===== src/rtl/hdmi_packet_assembler.sv =====
// hdmi_packet_assembler
// Serializes one 32-slot HDMI data-island packet per period and appends BCH
// parity computed on the fly: BCH(32,24) over the header and BCH(64,56) over
// each of the four subpackets.
// Ports:
//   clk_pixel          pixel clock, all state on rising edge
//   rst_n              asynchronous active-low reset
//   data_island_period high during packet slots, low elsewhere
//   header[23:0]       packet header HB2:HB1:HB0, bit 0 sent first
//   sub[3:0]           four 56-bit subpackets, bit 0 sent first
//   packet_data[8:0]   bit0 header stream, bits {2i+2,2i+1} subpacket i stream
//   bit_counter[4:0]   live slot counter (slot being sampled)
//   packet_ack[0]      one-cycle pulse while slot-31 bits are on packet_data
module hdmi_packet_assembler (
  input  logic        clk_pixel,
  input  logic        rst_n,
  input  logic        data_island_period,
  input  logic [23:0] header,
  input  logic [55:0] sub [3:0],
  output logic [8:0]  packet_data,
  output logic [4:0]  bit_counter,
  output logic        packet_ack
);

  logic [4:0] cnt_q, cnt_d;
  logic [7:0] hdr_ecc_q, hdr_ecc_d;
  logic [7:0] sub_ecc_q [3:0];
  logic [7:0] sub_ecc_d [3:0];
  logic [8:0] pd_q, pd_d;
  logic       ack_q, ack_d;

  // One LSB-first step of the 1+x^6+x^7+x^8 LFSR.
  function automatic logic [7:0] bch_step(input logic [7:0] e, input logic b);
    return (e >> 1) ^ (((e[0] ^ b) == 1'b1) ? 8'h83 : 8'h00);
  endfunction

  logic [5:0] lo_idx, hi_idx;
  logic [2:0] hpar_idx;
  logic [2:0] spar_lo, spar_hi;

  always_comb begin
    cnt_d     = '0;
    hdr_ecc_d = '0;
    pd_d      = '0;
    ack_d     = 1'b0;
    for (int unsigned i = 0; i < 4; i++) sub_ecc_d[i] = '0;
    lo_idx    = {cnt_q, 1'b0};
    hi_idx    = {cnt_q, 1'b1};
    // Parity slots 24..31 and 28..31 map onto the low counter bits.
    hpar_idx  = cnt_q[2:0];
    spar_lo   = {cnt_q[1:0], 1'b0};
    spar_hi   = {cnt_q[1:0], 1'b1};

    if (data_island_period) begin
      cnt_d = cnt_q + 5'd1;
      ack_d = (cnt_q == 5'd31);

      if (cnt_q < 5'd24) begin
        pd_d[0]   = header[cnt_q];
        hdr_ecc_d = bch_step(hdr_ecc_q, header[cnt_q]);
      end else begin
        pd_d[0]   = hdr_ecc_q[hpar_idx];
        hdr_ecc_d = hdr_ecc_q;
      end

      for (int unsigned i = 0; i < 4; i++) begin
        if (cnt_q < 5'd28) begin
          pd_d[2*i+1]  = sub[i][lo_idx];
          pd_d[2*i+2]  = sub[i][hi_idx];
          sub_ecc_d[i] = bch_step(bch_step(sub_ecc_q[i], sub[i][lo_idx]),
                                  sub[i][hi_idx]);
        end else begin
          pd_d[2*i+1]  = sub_ecc_q[i][spar_lo];
          pd_d[2*i+2]  = sub_ecc_q[i][spar_hi];
          sub_ecc_d[i] = sub_ecc_q[i];
        end
      end

      // Slot 31 closes the packet: parity restarts clean for the next one.
      if (cnt_q == 5'd31) begin
        hdr_ecc_d = '0;
        for (int unsigned i = 0; i < 4; i++) sub_ecc_d[i] = '0;
      end
    end
  end

  always_ff @(posedge clk_pixel or negedge rst_n) begin
    if (!rst_n) begin
      cnt_q     <= '0;
      hdr_ecc_q <= '0;
      pd_q      <= '0;
      ack_q     <= 1'b0;
      for (int unsigned i = 0; i < 4; i++) sub_ecc_q[i] <= '0;
    end else begin
      cnt_q     <= cnt_d;
      hdr_ecc_q <= hdr_ecc_d;
      pd_q      <= pd_d;
      ack_q     <= ack_d;
      for (int unsigned i = 0; i < 4; i++) sub_ecc_q[i] <= sub_ecc_d[i];
    end
  end

  assign packet_data = pd_q;
  assign bit_counter = cnt_q;
  assign packet_ack  = ack_q;

endmodule


===== config.mk =====
export PLATFORM = sky130hd
export DESIGN_NAME = hdmi_packet_assembler
export DESIGN_NICKNAME = d
export VERILOG_FILES = /design/src/rtl/hdmi_packet_assembler.sv
export SDC_FILE = /design/constraint.sdc
export NUM_CORES = 1
export LEC_CHECK = 0
export BUFFER_PORTS_ARGS = -buffer_cell sky130_fd_sc_hd__buf_2
export CAP_MARGIN = 20
export CORE_UTILIZATION = 47
export CTS_CLUSTER_SIZE = 14
export DETAILED_ROUTE_END_ITERATION = 16
export PLACE_DENSITY = 0.85
export SETUP_SLACK_MARGIN = 0.02
export SYNTH_ARGS = -nofsm -noshare
export SYNTH_HDL_FRONTEND = slang
export SYNTH_SLANG_ARGS = --single-unit
export TNS_END_PERCENT = 100

===== constraint.sdc =====
create_clock -name clk_pixel -period 2.95 [get_ports clk_pixel]
set_clock_uncertainty 0.15 [all_clocks]
set_input_delay 0.295 -clock clk_pixel [delete_from_list [all_inputs] [get_ports clk_pixel]]
set_output_delay 0.295 -clock clk_pixel [all_outputs]
set_load 0.01 [all_outputs]

# Word level (Yosys, flattened, before mapping)
# Index checks and enable logic that the tools add are counted.
# Widths: inputs -> output; s select.
[classes]
n_addsub = 1
mux = 62
n_eq_ne = 3
bitwise_logic = 18
magnitude_cmp = 8
[ops]
columns = ["op", "n"]
rows = [
  ["$mux 8", 16],
  ["$xor 7x8->8", 9],
  ["$mux 32", 2],
  ["$bmux 1 s5", 9],
  ["$mux 1", 20],
  ["$bmux 1 s2", 8],
  ["$lt 6x7->1 const B", 2],
  ["$lt 3x4->1 const B", 3],
  ["$lt 5x5->1 const B", 2],
  ["$mux 9", 1],
  ["$xor 1x1->1", 9],
  ["$mux 2", 4],
  ["$lt 5x6->1 const B", 1],
  ["$ne 3x1->1 const B", 2],
  ["$add 5x1->5 const B", 1],
  ["$eq 5x5->1 const B", 1],
  ["$mux 5", 1],
  ["$bmux 1 s3", 1],
]
[totals]
out_inout_bits = 15
input_bits = 251
elab_cells = 100
ff_bits = 55

# Longest topological paths before layout
[depth]
depth_word = 11
ltp_mapped = 11
ltp_nobuf = 7

# Worst setup path after synthesis
# Ideal clock, no wire load.
[synth_path]
path_type = "register to register"
start = "reg cnt_q[0] (netlist: bit_counter[0])"
end = "reg sub_ecc_q[25] in the netlist's numbering"
stages_incl_launch_ff = 9
arrival_ps = 2436
setup_ps = 119
n_path_buf = 1
t_required_ps = 2681
slack_ps = 245
synth_period_minus_slack_ps = 2705
path_cell_list = "dfrtp_1 buf_6 mux4_2 and3_1 a41o_1 o31a_1 o211a_1 o31a_1 o21a_1"
[synth_via]
elab_chain_len = 11
word_cells_on_any_way = 16
cone_classes = "order compare (1); eq/ne (2); mux (9); bitwise (4)"
[synth_lines]
columns = ["element", "line_no", "source"]
rows = [
  ["start, declared", "25", "logic [4:0] cnt_q, cnt_d;"],
  ["start signal, assigned", "95", "cnt_q <= cnt_d;"],
  ["$bmux 1 s5", "70", "sub_ecc_d[i] = bch_step(bch_step(sub_ecc_q[i], sub[i][lo_idx]),"],
  ["$mux 1 (implied by the code)", "70", ""],
  ["$xor 1x1->1", "34", "return (e >> 1) ^ (((e[0] ^ b) == 1'b1) ? 8'h83 : 8'h00);"],
  ["$mux 8", "34", ""],
  ["$xor 7x8->8", "34", ""],
  ["$xor 1x1->1", "34", ""],
  ["$mux 8", "34", ""],
  ["$xor 7x8->8", "34", ""],
  ["$mux 8", "67", "if (cnt_q < 5'd28) begin"],
  ["$mux 32", "80", "if (cnt_q == 5'd31) begin"],
  ["$mux 32", "54", "if (data_island_period) begin"],
  ["end, declared", "27", "logic [7:0] sub_ecc_q [3:0];"],
]
# Several ways; a longest one is shown, not always the timed one. The select of a mux whose other input is x is not followed.
# A chain may end at the register's enable or synchronous reset.

# Worst setup path in the final report
# Ends and elaborated chain as after synthesis.

==> results.sh <==
export IMPL_outcome="complete, no violations"
export IMPL_hold_worst_slack_ns=0.248
export IMPL_clk_pin_slew_ns=0.07
export IMPL_layout_drive_gt1_share_pct=48.8
export IMPL_cts_tree="done"
export IMPL_dieArea_mm2=0.0117
export IMPL_cts_buffers=5
export IMPL_finalPower_mw=3.17
export IMPL_reg2reg_to="sub_ecc_q[25]"
export IMPL_place_gp_congestion=0.936
export IMPL_pwr_density_cell_mw_per_mm2=445
export IMPL_grt_pass1_wl_mm=28.9
export IMPL_fin_crit_sh_pct=96.2
export IMPL_hold_path_end="packet_data[0]"
export IMPL_start_kind="register"
export IMPL_antenna_found_initial=0
export IMPL_yosysSeqAreaShare_pct=26.0
export IMPL_nFillCells=884
export IMPL_hold_violations=0
export IMPL_die_w_um=108
export IMPL_htreeDepth=2
export IMPL_tightestPinTransition_ns=0.591
export IMPL_cp_data_required_time_ns=2.99
export IMPL_ir_drop_mv=0.258
export IMPL_syn_nets=781
export IMPL_grt_setup_unrepaired="yes"
export IMPL_synth_distinct_cells=70
export IMPL_grt_usage_pct=32.6
export IMPL_end_kind="register"
export IMPL_via_per_inst=6.06
export IMPL_setup_tns_ns=0
export IMPL_grt_max_degree=40
export IMPL_yosys_most_used_dff="dfrtp_1"
export IMPL_gr_total_overflow=0
export IMPL_synth_warnings=0
export IMPL_min_path_cells=2
export IMPL_synth_avg_cell_area_um2=10.0
export IMPL_setup_violations=0
export IMPL_ys_seq_elements=55
export IMPL_synth_edf_count=0
export IMPL_synth_async_reset_ratio_pct=100
export IMPL_postRouteWirelength_mm=19.6
export IMPL_io_pins=266
export IMPL_placementRows=38
export IMPL_max_freq_mhz=353
export IMPL_route_detailed_drc=0
export IMPL_antenna_left=0
export IMPL_cp_startpoint="bit_counter[0]"
export IMPL_cts_root_buffer="clkbuf_16"
export IMPL_syn_cell_area_mm2=0.00530
export IMPL_grt_pass1_vias=5563
export IMPL_path_max_fanout=15
export IMPL_min_period_ns=2.84
export IMPL_cts_buffer_depth=2
export IMPL_die_y_um=108
export IMPL_clk_latency_ns=0.30
export IMPL_final_nets=1049
export IMPL_r2r_start="bit_counter[0]"
export IMPL_slew_violations=0
export IMPL_wl_per_cell_um=20.9
export IMPL_reg2regPathDepth=8
export IMPL_hpwl_mm=15.6
export IMPL_start_util_pct=48.5
export IMPL_drtPass1Iterations=5
export IMPL_drt_iter0_markers=543
export IMPL_synth_cells=528
export IMPL_hold_path_class="in2reg"
export IMPL_vias=5686
export IMPL_r2r_setup_slack_ns=0.11
export IMPL_area_growth_pct=34.3
export IMPL_relSlewSlack_pct=60.6
export IMPL_arrival_ns=2.88
export IMPL_path_class="reg2reg"
export IMPL_leakage_nw=3.36
export IMPL_port_buffers=265
export IMPL_max_cap_violations=0
export IMPL_cts_sinks=55
export IMPL_design_core_area_mm2=0.0109
export IMPL_final_core_util_pct=65.1
export IMPL_min_delay_start="data_island_period"
==> where the power goes <==
| group | internal [mW] | total (mW) | switching, mW |
|---|---|---|---|
| Combinational | 0.728 | 1.35 | 0.622 |
| Clock | 0.487 | 0.768 | 0.281 |
| Sequential | 0.892 | 1.05 | 0.158 |
==> cells in the final DEF, fill, tap and decap left out, types with 4 or more instances in the layout <==
cell	synthesis	routed
mux2i_1	62	61
nor2b_1	13	12
buf_2	6	265
inv_1	4	4
a2bb2oi_1	4	4
clkbuf_16	0	6
and2_1	13	13
xnor2_1	8	8
xor2_1	5	5
dfrtp_1	55	53
a211oi_2	2	4
a211oi_1	9	7
a21o_1	4	4
mux4_2	40	40
o211ai_1	4	4
buf_12	2	4
o211a_1	5	5
nor3_1	5	5
nor2_1	13	12
nand3_1	12	12
nand2b_1	5	5
a21oi_1	45	45
buf_4	3	31
and3_1	10	10
a22oi_1	14	14
o21ai_0	9	9
a221oi_2	3	4
a21boi_0	5	5
nand2_1	70	70
==> synthesized netlist by cell type, drive strengths merged (6+ instances only) <==
library cell	count	area [um2]
nand2	70	263
mux2i	62	621
dfrtp	55	1380
a21oi	47	243
mux4	40	901
buf	27	239
clkbuf	15	56.3
nor2	15	61.3
a22oi	14	105
and2	13	81.3
nor2b	13	81.3
nand3	12	60.1
a211oi	11	92.6
and3	11	73.8
o21ai	9	45.0
xnor2	8	70.1
nor3	7	45.0
a21boi	6	45.1
mux2	6	75.1
o211ai	6	55.1
xor2	6	60.1
==> layer usage <==
metal  part of all wire [%]  track usage (%)  vias up
met3                     10             10.2       50
met1                     38             40.9     2766
met5                      0                0        -
li1                       -                -     2549
met2                     49             52.5      321
met4                    3.0             12.5        0
==> logic make-up (layout without fill, tap and decap cells) <==
group           Yosys count  count (layout)  synth area share (%)
compound gates          139             139                  19.2
mux                     108             108                  30.1
fa+ha+maj                 2               2                 0.472
simple gates            162             162                  15.4
xor+xnor                 15              15                  2.88
flops                    55              55                  26.0
buf+inv                  47             316                  5.93
other cells               0               1                     0
==> timing repair <==
item / in CTS / in global routing
endpoints found under the setup margin: 0 / 8
resized for setup: 0 / 10
hold endpoints to repair: 24 / 0
hold buffers: 1 / 0
setup buffers: 0 / 3
==> worst max-delay path by stage <==
stage | depth (start not counted) | to
finish | 8 | sub_ecc_q[25]
CTS | 7 | sub_ecc_q[9]
detailed placement | 7 | sub_ecc_q[9]
global route | 8 | sub_ecc_q[25]
global placement | 7 | sub_ecc_q[9]
floorplan | 8 | sub_ecc_q[25]
==> per-stage QoR <==
stage | worst slack, ns | cells | instance area, um2
after floorplan | 0.245 | 528 | 5300
after global placement | 0.118 | 924 | 6810
after detailed placement | 0.0808 | 924 | 6810
after CTS | 0.0597 | 933 | 7020
after global routing | 0.00262 | 937 | 7110
final | 0.113 | 938 | 7120
==> area by class of cell <==
cell class	count	area, um2	area share [%]
Antenna cell	1	2.50	0.0352
Clock buffer	5	125	1.76
Clock inverter	3	67.6	0.949
Inverter	5	18.8	0.264
Multi-Input combinational cell	426	3660	51.4
Sequential cell	55	1380	19.4
Tap cell	140	175	2.46
Timing Repair Buffer	303	1690	23.7
==> worst max-delay path: stages (launching register included) <==
cell and delay (ns):
dfrtp_4 0.53, buf_12 0.19, mux4_2 0.49, and3_1 0.19, a41o_1 0.24, o31a_1 0.29
o211a_1 0.23, o31a_1 0.24, o21a_1 0.18
==> sequential cells by signal (all words and copies together), names as in the netlist <==
name / cells
sub_ecc_q: 32
packet_data: 9
hdr_ecc_q: 8
bit_counter: 5
packet_ack: 1
No activity file was read; power rests on OpenSTA's default activity.
